`config.mk`:
```
export PLATFORM = sky130hd
export DESIGN_NAME = alu_arbiter
export DESIGN_NICKNAME = d
export VERILOG_FILES = /design/src/rtl/alu_arbiter.sv
export SDC_FILE = /design/constraint.sdc
export NUM_CORES = 1
export LEC_CHECK = 0
export CAP_MARGIN = 20
export CELL_PAD_IN_SITES_DETAIL_PLACEMENT = 1
export CELL_PAD_IN_SITES_GLOBAL_PLACEMENT = 2
export CORE_MARGIN = 2
export CORE_UTILIZATION = 21
export DETAILED_ROUTE_END_ITERATION = 10
export GPL_ROUTABILITY_DRIVEN = 0
export PLACE_DENSITY = 0.85
export SLEW_MARGIN = 15
export SYNTH_ARGS = -nofsm -noshare
export SYNTH_HDL_FRONTEND = slang
export SYNTH_SLANG_ARGS = --single-unit
```
`constraint.sdc`:
```
create_clock -name clk -period 5.9 [get_ports clk]
set_input_delay 1.77 -clock clk [delete_from_list [all_inputs] [get_ports clk]]
set_output_delay 1.77 -clock clk [all_outputs]
set_load 0.02 [all_outputs]
```
`src/rtl/alu_arbiter.sv`:
```
`default_nettype none
// ============================================================================
// Module   : alu_arbiter
// Purpose  : Round-robin arbiter sharing one combinational ALU among NUM_REQ
//            requesters. Optional macro ALU_ARB_OPCHECK_EN flags illegal ops.
// Revision : 1.0
// ============================================================================
module alu_arbiter #(
  parameter int NUM_REQ = 4,
  parameter int DATA_W  = 8,
  parameter int OP_W    = 4
) (
  input  logic                      clk,
  input  logic                      rst,
  input  logic [NUM_REQ-1:0]        req_valid,
  output logic [NUM_REQ-1:0]        req_ready,
  input  logic [NUM_REQ*DATA_W-1:0] req_a,
  input  logic [NUM_REQ*DATA_W-1:0] req_b,
  input  logic [NUM_REQ*OP_W-1:0]   req_op,
  output logic [DATA_W-1:0]         alu_in_a,
  output logic [DATA_W-1:0]         alu_in_b,
  output logic [OP_W-1:0]           alu_opcode,
  input  logic [DATA_W-1:0]         alu_out,
  input  logic                      alu_carry,
  input  logic                      alu_zero,
  output logic [NUM_REQ-1:0]        rsp_valid,
  input  logic [NUM_REQ-1:0]        rsp_ready,
  output logic [DATA_W-1:0]         rsp_data,
  output logic                      rsp_zero,
  output logic                      rsp_carry,
  output logic                      rsp_err,
  output logic                      busy
);

  localparam int IDX_W = (NUM_REQ > 1) ? $clog2(NUM_REQ) : 1;

  typedef enum logic [1:0] {
    S_IDLE = 2'd0,
    S_EXEC = 2'd1,
    S_RESP = 2'd2
  } state_t;

  state_t              r_state;
  state_t              w_next;
  logic [IDX_W-1:0]    r_rr_ptr;
  logic [IDX_W-1:0]    r_grant;
  logic [DATA_W-1:0]   r_a;
  logic [DATA_W-1:0]   r_b;
  logic [OP_W-1:0]     r_op;
  logic [DATA_W-1:0]   r_rsp_data;
  logic                r_rsp_zero;
  logic                r_rsp_carry;

  logic                w_found;
  logic [IDX_W-1:0]    w_sel;
  logic [IDX_W:0]      w_cand;
  logic [DATA_W-1:0]   w_sel_a;
  logic [DATA_W-1:0]   w_sel_b;
  logic [OP_W-1:0]     w_sel_op;
  logic                w_accept;
  logic                w_rsp_done;
  logic [IDX_W-1:0]    w_ptr_next;
  logic [NUM_REQ-1:0]  w_req_ready;
  logic [NUM_REQ-1:0]  w_rsp_valid;
  logic                w_unused;

  // The ALU zero flag is unreliable; zero is derived from the captured result.
  assign w_unused = alu_zero;

  // First valid requester at or after r_rr_ptr, wrapping at NUM_REQ-1.
  always_comb begin
    w_found = 1'b0;
    w_sel   = '0;
    w_cand  = '0;
    for (int k = 0; k < NUM_REQ; k++) begin
      w_cand = {1'b0, r_rr_ptr} + (IDX_W+1)'(k);
      if (w_cand >= (IDX_W+1)'(NUM_REQ))
        w_cand = w_cand - (IDX_W+1)'(NUM_REQ);
      if (!w_found && req_valid[w_cand[IDX_W-1:0]]) begin
        w_found = 1'b1;
        w_sel   = w_cand[IDX_W-1:0];
      end
    end
  end

  assign w_sel_a    = req_a[int'(w_sel)*DATA_W +: DATA_W];
  assign w_sel_b    = req_b[int'(w_sel)*DATA_W +: DATA_W];
  assign w_sel_op   = req_op[int'(w_sel)*OP_W +: OP_W];
  assign w_ptr_next = (r_grant == IDX_W'(NUM_REQ-1)) ? '0 : r_grant + 1'b1;

`ifdef ALU_ARB_OPCHECK_EN
  localparam logic [OP_W-1:0] c_op_last = OP_W'(11);
  logic w_illegal;
  logic r_rsp_err;
  assign w_illegal = (w_sel_op == '0) || (w_sel_op > c_op_last);
  assign rsp_err   = r_rsp_err;
`else
  assign rsp_err   = 1'b0;
`endif

  always_ff @(posedge clk or posedge rst) begin
    if (rst) r_state <= S_IDLE;
    else     r_state <= w_next;
  end

  always_comb begin
    w_next      = r_state;
    w_req_ready = '0;
    w_rsp_valid = '0;
    w_accept    = 1'b0;
    w_rsp_done  = 1'b0;
    case (r_state)
      S_IDLE: begin
        if (w_found) begin
          w_req_ready[w_sel] = 1'b1;
          w_accept           = 1'b1;
`ifdef ALU_ARB_OPCHECK_EN
          w_next = w_illegal ? S_RESP : S_EXEC;
`else
          w_next = S_EXEC;
`endif
        end
      end
      S_EXEC: w_next = S_RESP;
      S_RESP: begin
        w_rsp_valid[r_grant] = 1'b1;
        if (rsp_ready[r_grant]) begin
          w_next     = S_IDLE;
          w_rsp_done = 1'b1;
        end
      end
      default: w_next = S_IDLE;
    endcase
  end

  always_ff @(posedge clk or posedge rst) begin
    if (rst) begin
      r_rr_ptr    <= '0;
      r_grant     <= '0;
      r_a         <= '0;
      r_b         <= '0;
      r_op        <= '0;
      r_rsp_data  <= '0;
      r_rsp_zero  <= 1'b0;
      r_rsp_carry <= 1'b0;
    end else begin
      if (w_accept) begin
        r_grant <= w_sel;
        r_a     <= w_sel_a;
        r_b     <= w_sel_b;
        r_op    <= w_sel_op;
`ifdef ALU_ARB_OPCHECK_EN
        if (w_illegal) begin
          r_rsp_data  <= '0;
          r_rsp_zero  <= 1'b0;
          r_rsp_carry <= 1'b0;
        end
`endif
      end
      if (r_state == S_EXEC) begin
        r_rsp_data  <= alu_out;
        r_rsp_carry <= alu_carry;
        r_rsp_zero  <= (alu_out == '0);
      end
      if (w_rsp_done)
        r_rr_ptr <= w_ptr_next;
    end
  end

`ifdef ALU_ARB_OPCHECK_EN
  always_ff @(posedge clk or posedge rst) begin
    if (rst)           r_rsp_err <= 1'b0;
    else if (w_accept) r_rsp_err <= w_illegal;
  end
`endif

  assign req_ready  = w_req_ready;
  assign rsp_valid  = w_rsp_valid;
  assign alu_in_a   = r_a;
  assign alu_in_b   = r_b;
  assign alu_opcode = (r_state == S_EXEC) ? r_op : '0;
  assign rsp_data   = r_rsp_data;
  assign rsp_zero   = r_rsp_zero;
  assign rsp_carry  = r_rsp_carry;
  assign busy       = (r_state != S_IDLE);

endmodule
`default_nettype wire

```
# After elaboration in Yosys (flattened, before gate mapping)
# Index checks and enable logic that the tools add are counted.
dict set report word_totals {
  ff_bits 36
}
dict set report classes {
  eq_ne 5
  mux 38
  n_reduce_logical 12
  n_addsub 8
  shifts 3
  magnitude_cmp 12
}
# cell n
set op_table {}
lappend op_table {{indexed part select 32 x 6 -> 8 bit} 2}
lappend op_table {{two-way mux 2 bit} 11}
lappend op_table {{< comparator 2 x 3 -> 1 bit, second input constant} 6}
lappend op_table {{two-way mux 4 bit} 4}
lappend op_table {{indexed part select 16 x 5 -> 4 bit} 1}
lappend op_table {{two-way mux 1 bit} 15}
lappend op_table {{binary-select mux 1 bit (select 2 bit)} 5}
lappend op_table {{greater-or-equal comparator 3 bit, second input constant} 3}
lappend op_table {{zero test 8 bit} 1}
lappend op_table {{subtractor 2 x 1 -> 2 bit, second input constant} 4}
lappend op_table {{adder 2 x 2 -> 3 bit, second input constant} 2}
lappend op_table {{one-hot mux 2 bit (3 select lines)} 1}
lappend op_table {{logical AND 1 bit} 5}
lappend op_table {{demux 1 bit (select 2 bit)} 2}
lappend op_table {{== test 2 bit, second input constant} 2}
lappend op_table {{greater-or-equal comparator 2 x 1 -> 1 bit, second input constant} 2}
lappend op_table {{!= test 2 bit, second input constant} 2}
lappend op_table {{adder 2 x 1 -> 3 bit, second input constant} 1}
lappend op_table {{greater-or-equal comparator 2 x 3 -> 1 bit, second input constant} 1}
lappend op_table {{zero test 1 bit} 3}
lappend op_table {{adder 2 x 1 -> 2 bit, second input constant} 1}
lappend op_table {{== test 2 x 1 -> 1 bit, second input constant} 1}
lappend op_table {{zero test 2 bit} 1}
lappend op_table {{AND reduction 2 bit} 1}
lappend op_table {{nonzero test 2 bit} 1}

# Longest topological paths before layout
# Gate-level depths: netlist of the first run.
dict set report depth {
  word_depth 20
  mapped_depth 7
}

# Worst setup path after synthesis of the first run
# Ideal clock, no wire load.
dict set report synth_path {
  kind {input -> output}
  from {input req_valid[0]}
  to {output req_ready[2]}
  path_slack_ns 1.337
  arrival_ns 2.793
  cell_stages 6
  n_path_buf 1
  path_cell_list {a21oi_1 -> o21a_1 -> o22ai_1 -> or2_1 -> buf_2 -> nor2_1}
}
dict set report synth_via {
  elab_chain_len 18
  word_cells_on_any_way 29
  classes_between {2 x order compare; 20 x mux; 7 x reduce/logical}
}
# item line
set synth_lines {}
lappend synth_lines {{start, declared} 15} ;# input logic [NUM_REQ-1:0] req_valid,
lappend synth_lines {{binary-select mux 1 bit (select 2 bit)} 79} ;# if (!w_found && req_valid[w_cand[IDX_W-1:0]]) begin
lappend synth_lines {{two-way mux 1 bit (implied by the code)} 79}
lappend synth_lines {{two-way mux 1 bit} 79}
lappend synth_lines {{zero test 1 bit} 79}
lappend synth_lines {{logical AND 1 bit} 79}
lappend synth_lines {{two-way mux 1 bit} 79}
lappend synth_lines {{zero test 1 bit} 79}
lappend synth_lines {{logical AND 1 bit} 79}
lappend synth_lines {{[2 not listed]} n/a}
lappend synth_lines {{logical AND 1 bit} 79}
lappend synth_lines {{two-way mux 2 bit} 79}
lappend synth_lines {{< comparator 2 x 3 -> 1 bit (implied by the code) / greater-or-equal comparator 2 x 1 -> 1 bit (equally long branches)} 115} ;# w_req_ready[w_sel] = 1'b1;
lappend synth_lines {{logical AND 1 bit (implied by the code)} 115}
lappend synth_lines {{two-way mux 1 bit (implied by the code)} 115}
lappend synth_lines {{demux 1 bit (select 2 bit)} 115}
lappend synth_lines {{two-way mux 4 bit *} 114} ;# if (w_found) begin
lappend synth_lines {{two-way mux 4 bit *} 112} ;# case (r_state)
lappend synth_lines {{end, declared} 16} ;# output logic [NUM_REQ-1:0] req_ready,
# Mark *: on every way between the ends. The rest lies on a longest branch, timed or not. The select of a mux whose other input is x is not followed.

# Worst setup path after layout of the first run
dict set report layout_path {
  from {input req_valid[0]}
  to {output req_ready[0]}
}
# The elaborated chain is that of the path after synthesis.

==> results of run 1 <==
state kept, by name, indices dropped and copies added (netlist names):
signal,flops
alu_in_a,8
alu_in_b,8
rsp_data,8
r_op,4
r_grant,2
r_rr_ptr,2
r_state,2
rsp_carry,1
rsp_zero,1
path summary, 6_finish.rpt:
path	start	end	cells after the start
worst max-delay path	req_valid[0]	req_ready[0]	7
worst min-delay path	rsp_data[5]	rsp_data[5]	2
worst max register to register	r_rr_ptr[1]	alu_in_a[0]	6
worst min register to register	rsp_data[5]	rsp_data[5]	2
max in group asynchronous	rst	alu_in_a[7]	3
min in group asynchronous	rst	rsp_carry	3
final cells by class:
class	count	area, um2
Sequential cell	36	901
Multi-Input combinational cell	160	1120
Inverter	6	22.5
Clock buffer	6	72.6
Tap cell	133	166
Timing Repair Buffer	145	1430
Fill cell	1132	6150
Clock inverter	1	5.00
power by group through the flow:
stage | combinational (mW) | sequential [mW] | clock (mW)
floorplan | 0.486 | 0.538 | 0
global placement | 0.968 | 0.442 | 0
detailed placement | 0.986 | 0.451 | 0
CTS | 0.990 | 0.448 | 0.179
global route | 1.06 | 0.461 | 0.186
finish | 0.971 | 0.446 | 0.168
layer usage:
metal | routed length [um] | vias to the layer above
li1 | - | 1037
met1 | 3300 | 1067
met2 | 3920 | 71
met3 | 355 | 4
met4 | 61 | 0
met5 | 0 | -
synth_stat cells, drive strengths merged (3+ instances only):
| cell type | number | share of area, % |
|---|---|---|
| o221ai | 19 | 7.7 |
| buf | 8 | 4.6 |
| clkbuf | 6 | 1.0 |
| o21ai | 4 | 0.93 |
| nor2 | 4 | 0.81 |
| nand2 | 54 | 9.4 |
| nor4 | 3 | 0.87 |
| and2 | 9 | 2.6 |
| dfrtp | 36 | 42 |
| mux2i | 40 | 19 |
| ha | 4 | 2.3 |
| or2 | 3 | 0.87 |
| inv | 6 | 1.0 |
| a21oi | 3 | 0.87 |
placed cells by master (no fill, tap or decap), drive strengths merged:
cell           Yosys  final
clkdlybuf4s50      0    137
o211ai             1      1
clkinv             0      2
o31a               1      1
nand2             54     54
a21oi              3      3
mux2               1      1
or2                3      3
nor3               1      1
clkbuf             6      6
o22ai              1      1
nand3              1      1
nor4               3      3
o21ai              4      4
nand2b             2      2
ha                 4      4
o221a              1      1
nor2b              2      2
mux4               1      1
o31ai              1      1
conb               1      1
dfrtp             36     36
o221ai            19     19
nor2               4      4
mux2i             40     40
o21a               1      1
inv                6      5
buf                8      8
and2               9      9
and3               1      1
nor4b              1      1
tightest hold or removal path, cell delays in order, from the launching register on:
cell	delay, ns
sky130_fd_sc_hd__dfrtp_1	0.34
sky130_fd_sc_hd__nand2_1	0.05
sky130_fd_sc_hd__nand2_1	0.06
kinds of logic (layout without fill, tap and decap cells):
family | Yosys count | count (layout) | share of synthesized area (%)
fa+ha+maj | 4 | 4 | 2.32
compound gates | 32 | 32 | 11.8
buf+inv | 20 | 158 | 6.73
other cells | 1 | 1 | 0.174
flops | 36 | 36 | 41.8
simple gates | 81 | 81 | 17.1
mux | 42 | 42 | 20.1
==> flow_summary.ini, run 1 <==
[pwr]
share_seq_of_total_power_pct = 28.1
internal_power_mw = 0.910
power.switching_mw = 0.675
total_power_mw = 1.59
p_sw_share_pct = 42.6
ir_drop_mv = 0.140
p_comb_share_pct = 61.3
clkPwrFrac_pct = 10.6
pwr_density_cell_mw_per_mm2 = 427
leakage_nw = 1.58

[hold_path]
worst_min_delay_path_class = flip-flop to flip-flop

[floorplan]
row_count = 36
core_area_mm2 = 0.00986
fp.dieArea_mm2 = 0.0111
chipHeight_um = 105
ioPinCount = 140
die-width_um = 105
floorplan.initialDensity_pct = 21.9

[placement]
post-place-cells = 479
place_ws_ns = 0.389
detailedPlacementHpwl_um = 6010
port_buffers = 137
detailed_place.area_mm2 = 0.00363

[setup_path]
startpoint_type = input pin
critical_path_buf_inv_count = 2
timing.reg2reg.setup_slack_ns = 3.80
cp_top_family = buffers and inverters
timing.critical_path.arrival_ns = 3.74
worst_path_class_setup = input pin to output port
crit_required_ns = 4.13
timing.critical_path.slowest_cell_delay_ns = 0.64
timing.critical_path.to_type = output port
cpMostUsedCell = sky130_fd_sc_hd__clkdlybuf4s50_1
critical-path-slowest-cell = sky130_fd_sc_hd__clkdlybuf4s50_1
crit_chain = clkdlybuf4s50_1 -> a21oi_1 -> o21a_1 -> o22ai_1 -> nand2_1 -> nor2_1 -> clkdlybuf4s50_1
worstPathMaxFanout = 5

[cells_and_area]
finalInstanceArea_mm2 = 0.00372
post_route_cells_drive_above_1_share_pct = 5.93
fin_nets = 458
stdcell_count = 487
n_antenna_cell = 0
areaGrowthSynthToFinish_pct = 72.3
final_util_pct = 37.7

[timing]
fin_worst_hold_slack_ns = 0.481
setup_viol_count_final = 0
layout_setup_ws_ns = 0.389
rsz0062_at_grt = false
finalHoldViolCount = 0
max_slew_margin_pct = 63.3
worst_slew_pin_slew_ns = 0.549
tns_ns = 0
slew_violations = 0
fmax_mhz = 181
min_period_ns = 5.51
timing.final.crit_share_pct = 93.4
clock_skew_ns = 0.00402

[global_route]
overflow = 0
grt_pass1_wl_um = 12300
initial_antenna_violation_count = 0
met1_usage_pct = 16.5
number_of_global_route_vias_before_repair = 2450
grt_max_degree = 37
grt_util_met2_pct = 25.0
global_route.peak_usage_layer = met2
gr-usage-all-layers_pct = 13.7
use_met3_pct = 2.47

[clock_tree]
cts_buffers = 5
post_cts_resized = 0
cts_buffer_depth = 2
tritoncts = done
ctsHtreeMaxLevel = 2
cts_num_sinks = 36
post_cts_buffers = 0
postCtsHoldBufs = 0
cts-root-buf = sky130_fd_sc_hd__clkbuf_8
clock_network_latency_to_the_later_pin_of_the_worst_skew_pair_ns = 0.28
path_clk_slew_ns = 0.07

[detailed_routing]
detail_route.wl_per_cell_um = 15.7
initialDrtViolationCount = 55
drt_first_pass_iters = 4
via_per_inst = 4.47
drt.antenna.violating_nets = 0
detail_route.drc_violations = 0
drt-total-wl_um = 7640
detailroute.via_count = 2179

[outcome]
run_status = finished clean

[synthesis]
synth-warning-count = 0
synth-edff-count = 0
synth_sequential_area_ratio_pct = 41.8
synth_area_per_cell_um2 = 9.99
postSynth.asyncResetShare_pct = 100
synth.lib_cells_used.distinct = 35
synth-seq-cells = 36
syn-num-nets = 320
synth_ff_type = sky130_fd_sc_hd__dfrtp_1
synthesis.area_mm2 = 0.00216
synthCells = 216

[run]
maxCapViolations = 0
No activity file was read; power rests on OpenSTA's default activity.
==> run 2, diff against run 1 <==
- RECOVER_POWER: unset -> 100
==> flow_summary.ini, run 2 (same netlist as run 1, synthesis figures left out) <==
[clock_tree]
cts_num_sinks = 36
cts_buffers = 5
postCtsHoldBufs = 0
cts_buffer_depth = 2
ctsHtreeMaxLevel = 2
cts-root-buf = sky130_fd_sc_hd__clkbuf_8
post_cts_resized = 0
tritoncts = done
path_clk_slew_ns = 0.07
post_cts_buffers = 0
clock_network_latency_to_the_later_pin_of_the_worst_skew_pair_ns = 0.28

[setup_path]
timing.critical_path.to_type = output port
timing.critical_path.slowest_cell_delay_ns = 0.71
crit_required_ns = 4.13
timing.critical_path.arrival_ns = 3.80
crit_chain = clkdlybuf4s50_1 -> a21oi_1 -> o21a_1 -> o22ai_1 -> nand2_1 -> nor2_1 -> dlygate4sd3_1
startpoint_type = input pin
worstPathMaxFanout = 5
critical-path-slowest-cell = sky130_fd_sc_hd__dlygate4sd3_1
worst_path_class_setup = input pin to output port

[detailed_routing]
initialDrtViolationCount = 51
via_per_inst = 4.48
detail_route.drc_violations = 0
detailroute.via_count = 2183
drt.antenna.violating_nets = 0
drt-total-wl_um = 7630
drt_first_pass_iters = 4
detail_route.wl_per_cell_um = 15.7

[timing]
worst_slew_pin_slew_ns = 2.03
layout_setup_ws_ns = 0.326
slew_violations = 67
rsz0062_at_grt = false
fin_worst_hold_slack_ns = 0.475
fmax_mhz = 179
clock_skew_ns = 0.00395
min_period_ns = 5.57
timing.final.crit_share_pct = 94.5
setup_viol_count_final = 0
max_slew_margin_pct = -35.4
tns_ns = 0
finalHoldViolCount = 0

[placement]
port_buffers = 137
place_ws_ns = 0.389
detailedPlacementHpwl_um = 6010

[global_route]
grt_pass1_wl_um = 12300
grt_max_degree = 37
initial_antenna_violation_count = 0
gr-usage-all-layers_pct = 13.7
number_of_global_route_vias_before_repair = 2450
overflow = 0

[cells_and_area]
post_route_cells_drive_above_1_share_pct = 4.52
mostFrequentLayoutCell = sky130_fd_sc_hd__clkdlybuf4s50_1
n_antenna_cell = 0
areaGrowthSynthToFinish_pct = 71.5
fillers = 1136
mostFrequentLayoutCells = sky130_fd_sc_hd__clkdlybuf4s50_1 (88), sky130_fd_sc_hd__nand2_1 (54), sky130_fd_sc_hd__dlygate4sd3_1 (49)
fin_nets = 458

[floorplan]
chipHeight_um = 105
ioPinCount = 140
row_count = 36
core_area_mm2 = 0.00986
die-width_um = 105
fp.dieArea_mm2 = 0.0111
floorplan.initialDensity_pct = 21.9

[outcome]
failed_checks = max-capacitance violations, max-slew violations
run_status = finished with violations

[pwr]
leakage_nw = 1.64
ir_drop_mv = 0.135
pwr_density_cell_mw_per_mm2 = 416

[hold_path]
worst_min_delay_path_class = flip-flop to flip-flop

[run]
maxCapViolations = 2
==> run 2: final cells by class <==
| class | count | area (um2) | area share (%) |
|---|---|---|---|
| Sequential cell | 36 | 901 | 24.4 |
| Clock buffer | 6 | 72.6 | 1.96 |
| Timing Repair Buffer | 145 | 1420 | 38.3 |
| Multi-Input combinational cell | 160 | 1110 | 30.1 |
| Clock inverter | 1 | 5.00 | 0.135 |
| Tap cell | 133 | 166 | 4.50 |
| Inverter | 6 | 22.5 | 0.609 |
==> run 2: report_power, final <==
part	internal (mW)	switching, mW	total (mW)
registers	0.368	0.0732	0.441
logic	0.423	0.507	0.930
clock network	0.0804	0.0877	0.168
==> run 2: stage by stage <==
step | area, um2 | std cells | utilization (%) | total power [mW]
finish | 3700 | 487 | 37.5 | 1.54
CTS | 3710 | 486 | 37.6 | 1.62
global route | 3700 | 487 | 37.5 | 1.67
floorplan | 2160 | 216 | - | 1.02
detailed placement | 3630 | 479 | 36.8 | 1.44
global placement | 3630 | 479 | 36.8 | 1.41
==> run 2: worst max-delay path: cells and delay by family <==
| kind | cells | cell delay, ns |
|---|---|---|
| buf+inv | 2 | 1.27 |
| compound gates | 3 | 0.52 |
| simple gates | 2 | 0.26 |
==> run 2: final timing paths <==
kind | startpoint | to | slack, ns | depth (start not counted)
min in group asynchronous | rst | rsp_carry | 2.65 | 3
max in group asynchronous | rst | alu_in_a[7] | 2.09 | 3
worst max-delay path | req_valid[0] | req_ready[0] | 0.33 | 7
worst max register to register | r_rr_ptr[1] | alu_in_a[0] | 2.67 | 6
worst min-delay path | rsp_data[5] | rsp_data[5] | 0.48 | 2
worst min register to register | rsp_data[5] | rsp_data[5] | 0.48 | 2
==> run 2: routing by layer <==
metal | wire length (um) | track usage (%) | vias up | part of all wire [%]
met5 | 0 | 0 | - | 0
met4 | 61 | 3.43 | 0 | 0.80
met3 | 370 | 2.47 | 4 | 4.9
met2 | 3940 | 25.0 | 76 | 52
met1 | 3260 | 16.5 | 1065 | 43
li1 | - | - | 1038 | -
==> run 3, diff against run 2 <==
- CELL_PAD_IN_SITES_DETAIL_PLACEMENT: 1 -> unset
- CELL_PAD_IN_SITES_GLOBAL_PLACEMENT: 2 -> unset
- CORE_UTILIZATION: 21 -> 39
- PLACE_DENSITY: 0.85 -> 0.87
==> flow_summary.ini, run 3 (same netlist as run 1, synthesis figures left out) <==
[outcome]
run_status = finished with violations
failed_checks = max-capacitance violations, max-slew violations

[timing]
fmax_mhz = 179
slew_violations = 73
rsz0062_at_grt = false
max_slew_margin_pct = -64.0
tns_ns = 0
fin_worst_hold_slack_ns = 0.472
finalHoldViolCount = 0
clock_skew_ns = 0.00244
setup_viol_count_final = 0
timing.final.crit_share_pct = 94.8
min_period_ns = 5.60
worst_slew_pin_slew_ns = 2.46

[clock_tree]
post_cts_resized = 0
cts_buffers = 5
cts_num_sinks = 36
post_cts_buffers = 0
clock_network_latency_to_the_later_pin_of_the_worst_skew_pair_ns = 0.28
postCtsHoldBufs = 0
cts_buffer_depth = 2
ctsHtreeMaxLevel = 2
tritoncts = done
path_clk_slew_ns = 0.07
cts-root-buf = sky130_fd_sc_hd__clkbuf_8

[setup_path]
timing.critical_path.arrival_ns = 3.83
worst_path_class_setup = input pin to output port
crit_required_ns = 4.13
timing.critical_path.to_type = output port
startpoint_type = input pin
worstPathMaxFanout = 7

[global_route]
initial_antenna_violation_count = 0
gr-usage-all-layers_pct = 20.9
number_of_global_route_vias_before_repair = 2138
overflow = 0
grt_pass1_wl_um = 10300
grt_max_degree = 37

[run]
maxCapViolations = 2

[pwr]
ir_drop_mv = 0.253
pwr_density_cell_mw_per_mm2 = 418
total_power_mw = 1.51
leakage_nw = 1.63

[placement]
detailedPlacementHpwl_um = 4930
detailed_place.area_mm2 = 0.00355
port_buffers = 137
post-place-cells = 417

[cells_and_area]
stdcell_count = 424
n_antenna_cell = 0
mostFrequentLayoutCell = sky130_fd_sc_hd__clkdlybuf4s50_1
fin_nets = 456
post_route_cells_drive_above_1_share_pct = 4.26
finalInstanceArea_mm2 = 0.00361
areaGrowthSynthToFinish_pct = 67.4
fillers = 472
mostFrequentLayoutCells = sky130_fd_sc_hd__clkdlybuf4s50_1 (88), sky130_fd_sc_hd__nand2_1 (54), sky130_fd_sc_hd__dlygate4sd3_1 (49)

[floorplan]
floorplan.initialDensity_pct = 39.7
core_area_mm2 = 0.00544
chipHeight_um = 78.4
fp.dieArea_mm2 = 0.00614
ioPinCount = 140
row_count = 27
die-width_um = 78.4

[detailed_routing]
drt.antenna.violating_nets = 0
detail_route.drc_violations = 0
detailroute.via_count = 2155
drt_first_pass_iters = 4
via_per_inst = 5.08
detail_route.wl_per_cell_um = 15.1
drt-total-wl_um = 6410
initialDrtViolationCount = 97

[hold_path]
worst_min_delay_path_class = flip-flop to flip-flop
## run 3: cell types whose count changed in the layout (fill, tap and decap cells not counted), sizes merged
cell    delta
buf        -1
clkinv     -1
inv        +1
clkbuf     -1
## run 3: per-stage QoR
stage / utilization, % / setup slack, ns
after floorplan: - / 1.34
after global placement: 65.2 / 0.433
after detailed placement: 65.2 / 0.404
after CTS: 66.6 / 0.387
after global routing: 66.4 / 0.179
final: 66.4 / 0.305
## run 3: worst paths after layout
path,end,slack (ns),startpoint,depth (start not counted)
worst max register to register,alu_in_b[2],2.32,r_rr_ptr[1],6
max in group asynchronous,alu_in_a[0],2.15,rst,3
min in group asynchronous,rsp_data[0],2.63,rst,3
worst min-delay path,rsp_data[1],0.47,rsp_data[1],2
worst max-delay path,req_ready[3],0.30,req_valid[0],7
worst min register to register,rsp_data[1],0.47,rsp_data[1],2
## run 3: report_power, final
group	switching (mW)	leakage (nW)	total, mW	internal (mW)
registers	0.0706	0.445	0.439	0.368
logic	0.490	1.15	0.910	0.420
clock network	0.0810	0.0410	0.161	0.0802
total	0.642	1.63	1.51	0.868
## run 3: cell type report
class | instances | area, um2 | share of cell area [%]
Timing Repair Buffer | 143 | 1410 | 38.9
Clock inverter | 1 | 5.00 | 0.139
Clock buffer | 6 | 72.6 | 2.01
Tap cell | 72 | 90.1 | 2.49
Sequential cell | 36 | 901 | 24.9
Inverter | 6 | 22.5 | 0.624
Multi-Input combinational cell | 160 | 1110 | 30.9
## run 3: critical path, cell delays in order
cell and delay [ns]:
sky130_fd_sc_hd__clkdlybuf4s50_1 0.50, sky130_fd_sc_hd__nor4_1 0.30, sky130_fd_sc_hd__or2_0 0.29, sky130_fd_sc_hd__inv_2 0.12, sky130_fd_sc_hd__o221a_2 0.15, sky130_fd_sc_hd__and2_1 0.16, sky130_fd_sc_hd__clkdlybuf4s50_1 0.53
## run 3: routing by layer
metal / up-vias / global-route usage, % / part of all wire (%)
met5: - / 0 / 0
met4: 0 / 5.09 / 1.2
met3: 7 / 6.67 / 8.2
met2: 84 / 37.3 / 51
met1: 1022 / 24.3 / 40
li1: 1042 / - / -
==> patch, RTL diff (flow settings as in run 3) <==
Add a define of `ALU_ARB_OPCHECK_EN`.
--- a/src/rtl/alu_arbiter.sv
+++ b/src/rtl/alu_arbiter.sv
@@ -5,6 +5,8 @@
 //            requesters. Optional macro ALU_ARB_OPCHECK_EN flags illegal ops.
 // Revision : 1.0
 // ============================================================================
+`define ALU_ARB_OPCHECK_EN
+
 module alu_arbiter #(
   parameter int NUM_REQ = 4,
   parameter int DATA_W  = 8,
Behaviour: not the same (Yosys sat finds a counterexample within 4 cycles, from zero or initial values and one cycle with rst high).
==> patch against run 3 <==
  * The run still ends with max-capacitance violations, max-slew violations left
  * Sequential power up 2%
  * Sequential cell count up 1
  * Critical path depth down 1
  * Routed wire length up 15%
  * Setup slack worse by 0.16 ns
  * Synthesized cell count up 20%
  * Area after synthesis up 11%
  * Total power up 10%
  * Final area up 8.1%
  * Critical endpoint is now req_ready[1]
  * Largest power group unchanged
==> patch: results (changes against run 3) <==
* Layout cells sized above 1 at 4.835% (+0.57 points)
* Top cells by area, synth: sky130_fd_sc_hd__dfrtp_1 39%, sky130_fd_sc_hd__mux2i_1 8.4%, sky130_fd_sc_hd__a211oi_1 8.1%, sky130_fd_sc_hd__nand2_1 6.9%, sky130_fd_sc_hd__and2_1 6.3%
* Number of global-route vias before repair at 2392 (+12%)
* Detailed Place HPWL at 5727 µm (+16%)
* Largest fanout on the critical path at 11 (+4)
* Slack of the worst reg-to-reg path at 2.35 ns (+0.03 ns)
* WP data arrival at 3.98 ns (+0.15 ns)
* Dominant register cell in the synthesized netlist: sky130_fd_sc_hd__dfrtp_1
* Top cells by count, synth: 44 x sky130_fd_sc_hd__nand2_1, 37 x sky130_fd_sc_hd__dfrtp_1, 26 x sky130_fd_sc_hd__a211oi_1
* Endpoint of the worst-slack reg-to-reg timing path: rsp_data[6]
* Leakage dissipation at 1.728 nW (+5.8%)
* Skew final at 0.002783 ns (+0.0003383 ns)
* Count of cell types in the netlist at 34 (-2.9%)
* Number of maximum-capacitance violations at 1 (-1)
* Failing checks: max-capacitance violations, max-slew violations
* Via count at 2505 (+16%)
* Number of cells produced by synthesis at 259 (+20%)
* Total detailed-routing wirelength at 7364 µm (+15%)
* Largest net degree at the start of global routing at 38 (+2.7%)
* Clock-pin transition on the worst setup and hold timing paths at 0.07 ns (about the same)
* Critical Path Source: req_valid[3]
* Outcome: complete, but fails checks
* Min Clock Period, post-route at 5.751 ns (+0.1556 ns)
* Number of antenna repair diodes at 0 (unchanged)
* DR WL/cell at 15.74 µm (+4.0%)
* Count of routing violations after the opening detailed-route iteration at 104 (+7.2%)
* Setup slack at placement at 0.1710 ns (-0.2325 ns)
* Clk root buf: sky130_fd_sc_hd__clkbuf_8
* Min-Delay Startpoint: alu_in_b[0]
* Post-synthesis sequential area ratio at 38.64% (-3.1 points)
* Number of buffers inserted during clock tree synthesis at 5 (unchanged)
* Asr flop ratio synth at 100.0% (unchanged)
* Max-slew violation count at 38 (-48%)
* Placed cell count at 460 (+10%)
* Wire length of the first global-routing pass at 11050 µm (+7.8%)
* Endpoint, Worst Hold: alu_in_b[0]
* Number of detailed-route iterations in the first pass at 4 (unchanged)
* Final hold slack at 0.4711 ns (-0.0004890 ns)
* GRT Resource Usage Total at 21.20% (+0.30 points)
* Remaining max-slew budget at the tightest pin at -32.24% (+32 points)
* Post-DP Area at 0.003844 mm² (+8.4%)
* Number of cells on the worst hold path at 1 (-1)
* Net count reported at finish at 497 (+9.0%)
* Worst hold-check path type: register to register
* Synth Net Count at 363 (+13%)
* Number of input and output port buffers inserted at 138 (+0.73%)
* Length in cells of the worst reg-to-reg path at 6 (unchanged)
* Max rail drop VDD at 196.7 µV (-22%)
* R2R Path Start: r_rr_ptr[1]
-- patch: changes by cell type after synthesis, sizes merged, moves of 7 or more --
cell,change
a211oi,+26
a21o,+17
a311oi,+16
and2,+15
clkbuf,+7
mux2i,-20
nand2,-10
o221ai,-18
-- patch: cells by family (layout without fill, tap and decap cells) --
kind of cell / Yosys count / in the layout / share of synthesized area (%)
simple gates: 88 / 88 / 18.59
compound gates: 78 / 78 / 24.65
flops: 37 / 37 / 38.64
buf+inv: 28 / 162 / 5.170
mux: 24 / 24 / 10.86
fa+ha+maj: 4 / 4 / 2.089
-- patch: worst max-delay path by stage --
stage                   endpoint  cells past startpoint
floorplan           req_ready[2]                      8
global placement    req_ready[0]                      6
detailed placement  req_ready[0]                      6
CTS                 req_ready[0]                      6
global route        req_ready[1]                      6
finish              req_ready[1]                      6
-- patch: final cells by class --
class	instances	area, µm²
fill	492	2017
timing repair buffer	148	1438
multi-input combinational	194	1334
sequential	37	925.9
tap	75	93.84
clock buffer	7	86.33
inverter	7	26.28
-- patch: routing by layer --
metal | vias up | track usage (%) | share of wire, %
li1 | 1210 | - | -
met1 | 1183 | 26.66 | 41
met5 | - | 0 | 0
met4 | 0 | 6.333 | 1.7
met2 | 102 | 36.53 | 51
met3 | 10 | 4.348 | 6.3
-- patch: report_power, final --
part	total (mW)	internal, mW	switching (mW)
Clock	0.176	0.0927	0.0836
Combinational	1.04	0.471	0.572
Sequential	0.447	0.375	0.0723
-- patch: worst max-delay path: stages --
cell and delay (ns):
sky130_fd_sc_hd__clkdlybuf4s50_1 0.47, sky130_fd_sc_hd__nor4_1 0.51, sky130_fd_sc_hd__or2_2 0.34, sky130_fd_sc_hd__a211o_1 0.18, sky130_fd_sc_hd__nor2_1 0.06, sky130_fd_sc_hd__dlygate4sd3_1 0.64
